File: src/rtl/instr_queue_multi_pkg.sv
// Shared types for the instruction queue: fetch entry as seen by the issue stage,
// exception and branch-prediction sub-records, and frontend-wide constants.
package instr_queue_multi_pkg;

    localparam int unsigned PKG_VLEN        = 64;
    localparam int unsigned INSTR_PER_FETCH = 4;

    localparam logic [63:0] INSTR_PAGE_FAULT = 64'd12;

    typedef struct packed {
        logic [63:0]          cause;
        logic [PKG_VLEN-1:0]  tval;
        logic                 valid;
    } exception_t;

    typedef struct packed {
        logic                 valid;
        logic [PKG_VLEN-1:0]  predict_address;
    } branchpredict_sbe_t;

    typedef struct packed {
        logic [PKG_VLEN-1:0]  address;
        logic [31:0]          instruction;
        branchpredict_sbe_t   branch_predict;
        exception_t           ex;
    } fetch_entry_t;

endpackage

File: src/rtl/instr_queue_bank.sv
// Small synchronous FIFO used both for the per-lane instruction banks and for the
// predicted-target queue. Push when full and pop when empty are ignored.
module instr_queue_bank #(
    parameter int unsigned DEPTH = 2,
    parameter type         dtype = logic
) (
    input  logic clk_i,
    input  logic rst_i,
    input  logic flush_i,
    input  logic push_i,
    input  dtype data_i,
    input  logic pop_i,
    output dtype data_o,
    output logic full_o,
    output logic empty_o
);

    localparam int unsigned PTR_W = (DEPTH > 1) ? $clog2(DEPTH) : 1;
    localparam int unsigned CNT_W = $clog2(DEPTH + 1);

    dtype             mem_q [DEPTH];
    logic [PTR_W-1:0] rd_ptr_q;
    logic [PTR_W-1:0] wr_ptr_q;
    logic [CNT_W-1:0] cnt_q;
    logic             push_ok;
    logic             pop_ok;

    assign full_o  = (cnt_q == CNT_W'(DEPTH));
    assign empty_o = (cnt_q == '0);
    assign push_ok = push_i & ~full_o;
    assign pop_ok  = pop_i & ~empty_o;
    assign data_o  = mem_q[rd_ptr_q];

    always_ff @(posedge clk_i) begin
        if (rst_i || flush_i) begin
            rd_ptr_q <= '0;
            wr_ptr_q <= '0;
            cnt_q    <= '0;
        end else begin
            if (push_ok) begin
                wr_ptr_q <= (wr_ptr_q == PTR_W'(DEPTH - 1)) ? '0 : wr_ptr_q + 1'b1;
            end
            if (pop_ok) begin
                rd_ptr_q <= (rd_ptr_q == PTR_W'(DEPTH - 1)) ? '0 : rd_ptr_q + 1'b1;
            end
            cnt_q <= cnt_q + CNT_W'(push_ok) - CNT_W'(pop_ok);
        end
    end

    // Storage is not reset; the counters alone decide what is valid.
    always_ff @(posedge clk_i) begin
        if (push_ok) begin
            mem_q[wr_ptr_q] <= data_i;
        end
    end

endmodule

File: src/rtl/instr_queue_multi.sv
// Instruction queue between the frontend realigner and issue: stores the accepted
// prefix of each fetch packet across rotating banks and issues up to NR_ISSUE in order.
module instr_queue_multi
    import instr_queue_multi_pkg::*;
#(
    parameter int unsigned NR_LANES   = INSTR_PER_FETCH,
    parameter int unsigned LANE_DEPTH = 2,
    parameter int unsigned ADDR_DEPTH = 4,
    parameter int unsigned NR_ISSUE   = 2,
    parameter int unsigned VLEN       = PKG_VLEN
) (
    input  logic                          clk_i,
    input  logic                          rst_i,
    input  logic                          flush_i,
    input  logic [NR_LANES-1:0]           valid_i,
    input  logic [NR_LANES-1:0][31:0]     instr_i,
    input  logic [NR_LANES-1:0][VLEN-1:0] addr_i,
    input  logic [NR_LANES-1:0]           taken_i,
    input  logic [VLEN-1:0]               predict_address_i,
    input  logic                          exception_i,
    output logic                          ready_o,
    output logic                          replay_o,
    output logic [VLEN-1:0]               replay_addr_o,
    output fetch_entry_t [NR_ISSUE-1:0]   fetch_entry_o,
    output logic [NR_ISSUE-1:0]           fetch_entry_valid_o,
    input  logic [NR_ISSUE-1:0]           fetch_entry_ack_i
);

    localparam int unsigned LANE_W = $clog2(NR_LANES);
    localparam int unsigned CNT_W  = LANE_W + 1;
    localparam int unsigned OCC_W  = $clog2(NR_LANES * LANE_DEPTH + 1);

    typedef struct packed {
        logic [31:0]     instr;
        logic [VLEN-1:0] addr;
        logic            taken;
        exception_t      ex;
    } entry_t;

    logic [LANE_W-1:0] idx_is_q;
    logic [LANE_W-1:0] idx_ds_q;
    logic [OCC_W-1:0]  occ_q;

    logic [CNT_W-1:0]  cand;
    logic [CNT_W-1:0]  n_fit;
    logic [CNT_W-1:0]  n;
    logic [CNT_W-1:0]  ack_cnt;
    logic              last_taken;
    exception_t        ex_in;

    logic [NR_LANES-1:0] bank_push;
    logic [NR_LANES-1:0] bank_pop;
    logic [NR_LANES-1:0] bank_full;
    logic [NR_LANES-1:0] bank_empty;
    entry_t              bank_wdata [NR_LANES];
    entry_t              bank_rdata [NR_LANES];
    logic [LANE_W-1:0]   lane_of_bank [NR_LANES];

    logic              addr_push;
    logic              addr_pop;
    logic              addr_full;
    logic              addr_empty;
    logic [VLEN-1:0]   addr_head;

    // Candidate prefix: run of valid lanes from lane 0, ending at the first taken one.
    always_comb begin
        logic stop;
        cand = '0;
        stop = 1'b0;
        for (int k = 0; k < NR_LANES; k++) begin
            if (!stop && valid_i[k]) begin
                cand = CNT_W'(k + 1);
                if (taken_i[k]) begin
                    stop = 1'b1;
                end
            end else begin
                stop = 1'b1;
            end
        end
        if (exception_i) begin
            cand = CNT_W'(valid_i[0]);
        end
        if (rst_i || flush_i) begin
            cand = '0;
        end
    end

    assign last_taken = (cand != '0) && !exception_i && taken_i[LANE_W'(cand - 1'b1)];

    always_comb begin
        logic stop;
        n_fit = '0;
        stop  = 1'b0;
        for (int k = 0; k < NR_LANES; k++) begin
            if (!stop && (CNT_W'(k) < cand)) begin
                if (!bank_full[idx_is_q + LANE_W'(k)]) begin
                    n_fit = CNT_W'(k + 1);
                end else begin
                    stop = 1'b1;
                end
            end
        end
    end

    // A taken branch without room for its target is refetched rather than stored.
    assign n         = (last_taken && addr_full && (n_fit == cand)) ? cand - 1'b1 : n_fit;
    assign addr_push = last_taken && (n == cand);

    assign replay_o      = (n < cand);
    assign replay_addr_o = replay_o ? addr_i[LANE_W'(n)] : '0;

    always_comb begin
        ex_in = '0;
        if (exception_i) begin
            ex_in.valid = 1'b1;
            ex_in.cause = INSTR_PAGE_FAULT;
            ex_in.tval  = addr_i[0];
        end
    end

    always_comb begin
        for (int b = 0; b < NR_LANES; b++) begin
            lane_of_bank[b]     = LANE_W'(b) - idx_is_q;
            bank_push[b]        = ({1'b0, lane_of_bank[b]} < n);
            bank_wdata[b].instr = instr_i[lane_of_bank[b]];
            bank_wdata[b].addr  = addr_i[lane_of_bank[b]];
            bank_wdata[b].taken = taken_i[lane_of_bank[b]] & ~exception_i;
            bank_wdata[b].ex    = ex_in;
        end
    end

    for (genvar g = 0; g < NR_LANES; g++) begin : gen_bank
        instr_queue_bank #(
            .DEPTH (LANE_DEPTH),
            .dtype (entry_t)
        ) u_bank (
            .clk_i   (clk_i),
            .rst_i   (rst_i),
            .flush_i (flush_i),
            .push_i  (bank_push[g]),
            .data_i  (bank_wdata[g]),
            .pop_i   (bank_pop[g]),
            .data_o  (bank_rdata[g]),
            .full_o  (bank_full[g]),
            .empty_o (bank_empty[g])
        );
    end

    instr_queue_bank #(
        .DEPTH (ADDR_DEPTH),
        .dtype (logic [VLEN-1:0])
    ) u_addr_fifo (
        .clk_i   (clk_i),
        .rst_i   (rst_i),
        .flush_i (flush_i),
        .push_i  (addr_push),
        .data_i  (predict_address_i),
        .pop_i   (addr_pop),
        .data_o  (addr_head),
        .full_o  (addr_full),
        .empty_o (addr_empty)
    );

    // A port is shown only behind a valid, non-taken predecessor, so at most one
    // taken entry (and one target pop) can leave per cycle.
    always_comb begin
        logic              prev_ok;
        logic              pop_ok;
        logic [LANE_W-1:0] pb;
        fetch_entry_valid_o = '0;
        fetch_entry_o       = '0;
        bank_pop            = '0;
        addr_pop            = 1'b0;
        ack_cnt             = '0;
        prev_ok             = 1'b1;
        pop_ok              = 1'b1;
        for (int p = 0; p < NR_ISSUE; p++) begin
            pb = idx_ds_q + LANE_W'(p);
            fetch_entry_valid_o[p] = prev_ok & ~bank_empty[pb];
            if (fetch_entry_valid_o[p]) begin
                fetch_entry_o[p].address                        = bank_rdata[pb].addr;
                fetch_entry_o[p].instruction                    = bank_rdata[pb].instr;
                fetch_entry_o[p].ex                             = bank_rdata[pb].ex;
                fetch_entry_o[p].branch_predict.valid           = bank_rdata[pb].taken;
                fetch_entry_o[p].branch_predict.predict_address =
                    (bank_rdata[pb].taken && !addr_empty) ? addr_head : '0;
            end
            if (fetch_entry_valid_o[p] && fetch_entry_ack_i[p] && pop_ok) begin
                bank_pop[pb] = 1'b1;
                ack_cnt      = ack_cnt + 1'b1;
                addr_pop     = addr_pop | bank_rdata[pb].taken;
            end else begin
                pop_ok = 1'b0;
            end
            prev_ok = fetch_entry_valid_o[p] & ~bank_rdata[pb].taken;
        end
    end

    assign ready_o = (occ_q <= OCC_W'(NR_LANES * (LANE_DEPTH - 1))) && !addr_full;

    always_ff @(posedge clk_i) begin
        if (rst_i || flush_i) begin
            idx_is_q <= '0;
            idx_ds_q <= '0;
            occ_q    <= '0;
        end else begin
            idx_is_q <= idx_is_q + LANE_W'(n);
            idx_ds_q <= idx_ds_q + LANE_W'(ack_cnt);
            occ_q    <= occ_q + OCC_W'(n) - OCC_W'(ack_cnt);
        end
    end

endmodule

File: config.mk
export PLATFORM = sky130hd
export DESIGN_NAME = instr_queue_multi
export DESIGN_NICKNAME = d
export VERILOG_FILES = /design/src/rtl/instr_queue_multi_pkg.sv /design/src/rtl/instr_queue_bank.sv /design/src/rtl/instr_queue_multi.sv
export SDC_FILE = /design/constraint.sdc
export NUM_CORES = 2
export LEC_CHECK = 0
export CAP_MARGIN = 10
export CORE_AREA = 3 3 427 429
export DETAILED_ROUTE_END_ITERATION = 7
export DIE_AREA = 0 0 430 432
export GPL_ROUTABILITY_DRIVEN = 0
export PLACE_DENSITY = 0.69
export REMOVE_ABC_BUFFERS = 1
export SYNTH_ARGS = -nofsm -noshare
export SYNTH_HDL_FRONTEND = slang
export SYNTH_SLANG_ARGS = --single-unit
File: constraint.sdc
create_clock -name clk_i -period 37.3 [get_ports clk_i]
set_clock_uncertainty 0.05 [all_clocks]
set_input_delay 9.325 -clock clk_i [delete_from_list [all_inputs] [get_ports clk_i]]
set_output_delay 9.325 -clock clk_i [all_outputs]
set_load 0.03 [all_outputs]
==> impl.org <==
** Route
- In this run the remaining antenna-violating nets after routing total 0.
- Post-DR vias/cell :: about 6.5
- For this run, design rule violations remaining after detail routing come to 0.
- Avg WL per Cell :: 31.5 um
- In this run the top signal layer used is met5.
- Detailed-routing wirelength on met1 :: 95200 um
- Number of DRC markers after the initial detailed-route iteration :: between 6000 and 7000
- Total wire length after detailed routing :: between 200000 and 300000 um
- Routed vias :: about 56000
- Before antenna repair, the detailed router went through 8 iterations.
- Met2 WL :: 131000 um
- After detailed routing, the met3 layer carries about 23000 um of wire.

** Logic synthesis
- Proportion of synthesized flip-flops having asynchronous set or reset :: 0%
- The netlist uses 57 different library cells.
- Main flop type after synthesis :: sky130_fd_sc_hd__edfxtp_1
- Gate count of the mapped netlist :: between 5000 and 6000
- Fraction of the yosys area taken by sequential cells :: 56.6%
- Synth area leaders :: sky130_fd_sc_hd__edfxtp_1 (56%), sky130_fd_sc_hd__mux4_2 (21%), sky130_fd_sc_hd__mux2i_1 (7.8%)
- After synthesis the cells add up to ~0.084 mm^2.
- Average footprint of a synthesized cell :: 16.0 um^2
- Most frequent cells after synthesis :: sky130_fd_sc_hd__edfxtp_1 (1552), sky130_fd_sc_hd__mux4_2 (780), sky130_fd_sc_hd__mux2i_1 (651)
- Number of flops mapped to enable cells by yosys :: 1552
- During synthesis, Yosys emitted a total of 0 warnings.
- Synthesized flop and latch total :: 1589
- The most common cell in the synthesized netlist is sky130_fd_sc_hd__edfxtp_1.
- Cell taking the most area after synthesis :: sky130_fd_sc_hd__edfxtp_1
- Share of Yosys cell area claimed by the top area cell type :: 55.7%

** Worst setup path
- For flop-to-flop paths, the worst setup slack is slightly below 30000 ps.
- Startpoint class of the critical path :: input pin
- Cell type of the slowest stage on the worst timing path :: sky130_fd_sc_hd__clkdlybuf4s50_1
- CP peak stage delay :: approximately 720 ps
- At the worst endpoint, the arrival time is around 16000 ps.
- Measured in cells, the most critical reg-to-reg path has a length of 14.
- The worst setup path is of the input pin to output pin kind.
- Data on the critical path is required at its endpoint by 27920 ps.
- The critical path goes through clkdlybuf4s50_1, nor3b_1, o31a_1, nand2b_4, buf_4, ha_1, a32oi_1, o311ai_1, nor3_4, nand2_4, mux2i_1, inv_1, ha_1, a21oi_1, or3b_4, buf_4, o22ai_2, clkdlybuf4s50_1.
- Along the worst path, the maximum fanout reaches 64.
- The worst setup path is captured at an output pin.

** Layout
- Layout fillers :: around 14000
- Compared with the post-synthesis result, the final layout area differs by 20.3%.
- Multi-input logic area :: around 0.034 mm^2
- Fraction of final layout cells with drive strength greater than 1 :: between 10% and 20%
- At the end of the flow, the number of nets in the layout was around 6500.
- The sequential cells in the finished layout cover a total of 0.0474 mm^2.

** Clock network
- TritonCTS clock tree :: built
- The clock passes through at most 3 buffers.
- CTS sink count :: 1589
- The H-tree was split into 4 levels.
- CTS placed an instance of sky130_fd_sc_hd__clkbuf_16 at the clock tree root.
- Post-CTS resize count :: 0
- Buffers added to address setup during post-CTS repair amount to 0.
- Total CTS buffers :: 170
- For the worst-skew pair, the clock arrives at the later sink with an insertion delay of around 800 ps.
- Clock-pin slew on the worst setup and hold paths :: 60 ps
- For this design, the CTS-stage hold fixing added 0 buffers.

** STA
- Final TNS setup :: 0 ps
- Setup slack on the critical path of the routed design comes to between 10000 and 15000 ps.
- The number of hold-slack violations in the final timing report is 0.
- Final min period :: around 26000 ps
- Tcrit/Tclk final :: about two thirds
- Slew of the pin with the lowest slew margin :: 1260 ps
- Static timing analysis puts the maximum clock frequency at a little under 0.04 GHz.
- Setup repair after global routing missed its margin :: false
- Total of endpoints with negative setup slack in the final report :: 0
- Relative max-transition margin :: 15.4%
- The final count of pins violating max slew was 0.

** Die
- Placeable core region :: roughly 0.18 mm^2
- The floorplan has 155 rows.
- I/O Pins :: 1110
- Die extent in y :: between 400 and 500 um
- Die ar. :: roughly 0.19 mm^2
- The floorplan step set the die width to approximately 430 um.
- Once the floorplan was initialized, standard cells occupied a little under half of the core.

** Power
- The worst-case IR drop observed on VDD is roughly 0.037 mV.
- Leakage :: about 30 nW
- Total power density per cell area :: just under 40 mW/mm^2

** Global route
- The first global-routing pass estimated 386000 um of wire.
- Entering global routing, the biggest net connects 139 pins.
- The total overflow left after global routing is 0.
- The number of global-route vias before repair came to approximately 55000.
- Combined global-route utilization of all metal layers :: between 20 and 30%
- Number of antenna violations at the first check in global routing :: 25

** Run
- Across the run, the number of max-cap violations was 0.

** Placement
- After legalization and detailed placement, the total HPWL measured 169000 um.
- PortBufs :: 985
- OpenSTA, run right after detailed placement, puts the worst setup slack at between 10000 and 15000 ps.

** Hold path
- Count of cells along the worst hold path :: 2
- The worst hold path belongs to the class flop to flop.

** Run status
- The run finished with clean final reports.
-- worst paths after layout --
check                              start                               end
max                           taken_i[0]                 replay_addr_o[21]
min          gen_bank[1].u_bank.wr_ptr_q       gen_bank[1].u_bank.wr_ptr_q
max reg2reg                  idx_is_q[0]  gen_bank[0].u_bank.mem_q[1][146]
min reg2reg  gen_bank[1].u_bank.wr_ptr_q       gen_bank[1].u_bank.wr_ptr_q
-- cells by family (layout without fill, tap and decap cells) --
kind of cell	after synthesis	count (layout)	share of synthesized area (%)
buf+inv	626	1427	3.49
simple gates	906	906	4.91
other cells	1	140	0.00448
xor+xnor	22	22	0.230
fa+ha+maj	43	43	0.670
flops	1589	1589	56.6
compound gates	622	622	5.33
mux	1435	1435	28.8
-- placed cells by master, fill, tap and decap left out, types with 5 or more instances in the layout --
| cell | n |
|---|---|
| sky130_fd_sc_hd__buf_12 | 11 |
| sky130_fd_sc_hd__clkinv_2 | 19 |
| sky130_fd_sc_hd__xnor2_1 | 15 |
| sky130_fd_sc_hd__xor2_1 | 7 |
| sky130_fd_sc_hd__nor2b_1 | 11 |
| sky130_fd_sc_hd__a311oi_1 | 129 |
| sky130_fd_sc_hd__a21o_1 | 5 |
| sky130_fd_sc_hd__a21oi_1 | 135 |
| sky130_fd_sc_hd__dfxtp_1 | 28 |
| sky130_fd_sc_hd__a22oi_1 | 5 |
| sky130_fd_sc_hd__edfxtp_1 | 1552 |
| sky130_fd_sc_hd__clkbuf_16 | 171 |
| sky130_fd_sc_hd__mux4_2 | 779 |
| sky130_fd_sc_hd__inv_1 | 33 |
| sky130_fd_sc_hd__ha_1 | 39 |
| sky130_fd_sc_hd__nand2_1 | 265 |
| sky130_fd_sc_hd__clkdlybuf4s50_1 | 984 |
| sky130_fd_sc_hd__and2_1 | 202 |
| sky130_fd_sc_hd__nand2b_1 | 5 |
| sky130_fd_sc_hd__o22ai_2 | 60 |
| sky130_fd_sc_hd__o21ai_0 | 132 |
| sky130_fd_sc_hd__diode_2 | 16 |
| sky130_fd_sc_hd__bufinv_16 | 8 |
| sky130_fd_sc_hd__clkbuf_8 | 9 |
| sky130_fd_sc_hd__a211oi_1 | 132 |
| sky130_fd_sc_hd__clkinvlp_4 | 11 |
| sky130_fd_sc_hd__nand3_1 | 5 |
| sky130_fd_sc_hd__clkinv_1 | 41 |
| sky130_fd_sc_hd__buf_4 | 79 |
| sky130_fd_sc_hd__nor3_1 | 6 |
| sky130_fd_sc_hd__conb_1 | 124 |
| sky130_fd_sc_hd__nor4_2 | 5 |
| sky130_fd_sc_hd__dfxtp_4 | 8 |
| sky130_fd_sc_hd__clkbuf_1 | 42 |
| sky130_fd_sc_hd__nor2_1 | 369 |
| sky130_fd_sc_hd__mux2i_1 | 651 |
-- per-layer routing --
metal / track usage, % / up-vias
met4: 18.0 / 26
met3: 5.54 / 787
li1: - / 22607
met5: 0 / -
met1: 34.6 / 28819
met2: 46.5 / 3430
-- metrics by stage --
| step | utilization [%] | hold slack [ps] | std cells | instance area [um^2] | power, W |
|---|---|---|---|---|---|
| 2_1_floorplan | - | 398 | 4777 | 81400 | 0.00224 |
| 3_3_place_gp | 53.3 | 426 | 8206 | 95200 | 0.00236 |
| 3_5_place_dp | 53.3 | 438 | 8206 | 95200 | 0.00237 |
| 4_1_cts | 56.3 | 447 | 8523 | 101000 | 0.00399 |
| 5_1_grt | 56.4 | 475 | 8527 | 101000 | 0.00409 |
| 6_report | 56.4 | 444 | 8539 | 101000 | 0.00397 |
-- final cells by class --
type,count,area share [%]
tap,2355,2.93
timing repair buffer,1074,10.6
sequential,1589,47.1
antenna,16,0.0398
inverter,36,0.154
multi-input combinational,3152,33.8
clock buffer,222,4.53
clock inverter,95,0.866
-- flip-flops by register name, indices dropped and copies added, names as in the netlist, named ones only --
register / count
gen_bank.u_bank.wr_ptr_q: 4
idx_is_q: 2
gen_bank.u_bank.mem_q: 1296
u_addr_fifo.cnt_q: 3
u_addr_fifo.wr_ptr_q: 2
idx_ds_q: 2
gen_bank.u_bank.rd_ptr_q: 4
u_addr_fifo.rd_ptr_q: 2
occ_q: 4
u_addr_fifo.mem_q: 256
gen_bank.u_bank.cnt_q: 8
-- worst max-delay path: cells and delay by family --
family / cells / cell delay, ps
AO/OA/AOI/OAI: 5 / 1290
adder cells (fa/ha/maj): 2 / 710
buffers and inverters: 5 / 2270
multiplexers: 1 / 360
AND/OR/NAND/NOR: 5 / 2020
-- report_power, final --
group          switching (W)  internal [W]
clock               0.000711      0.000925
sequential        0.00000625       0.00199
combinational       0.000193      0.000143
Power figures use the tool's default switching activity.
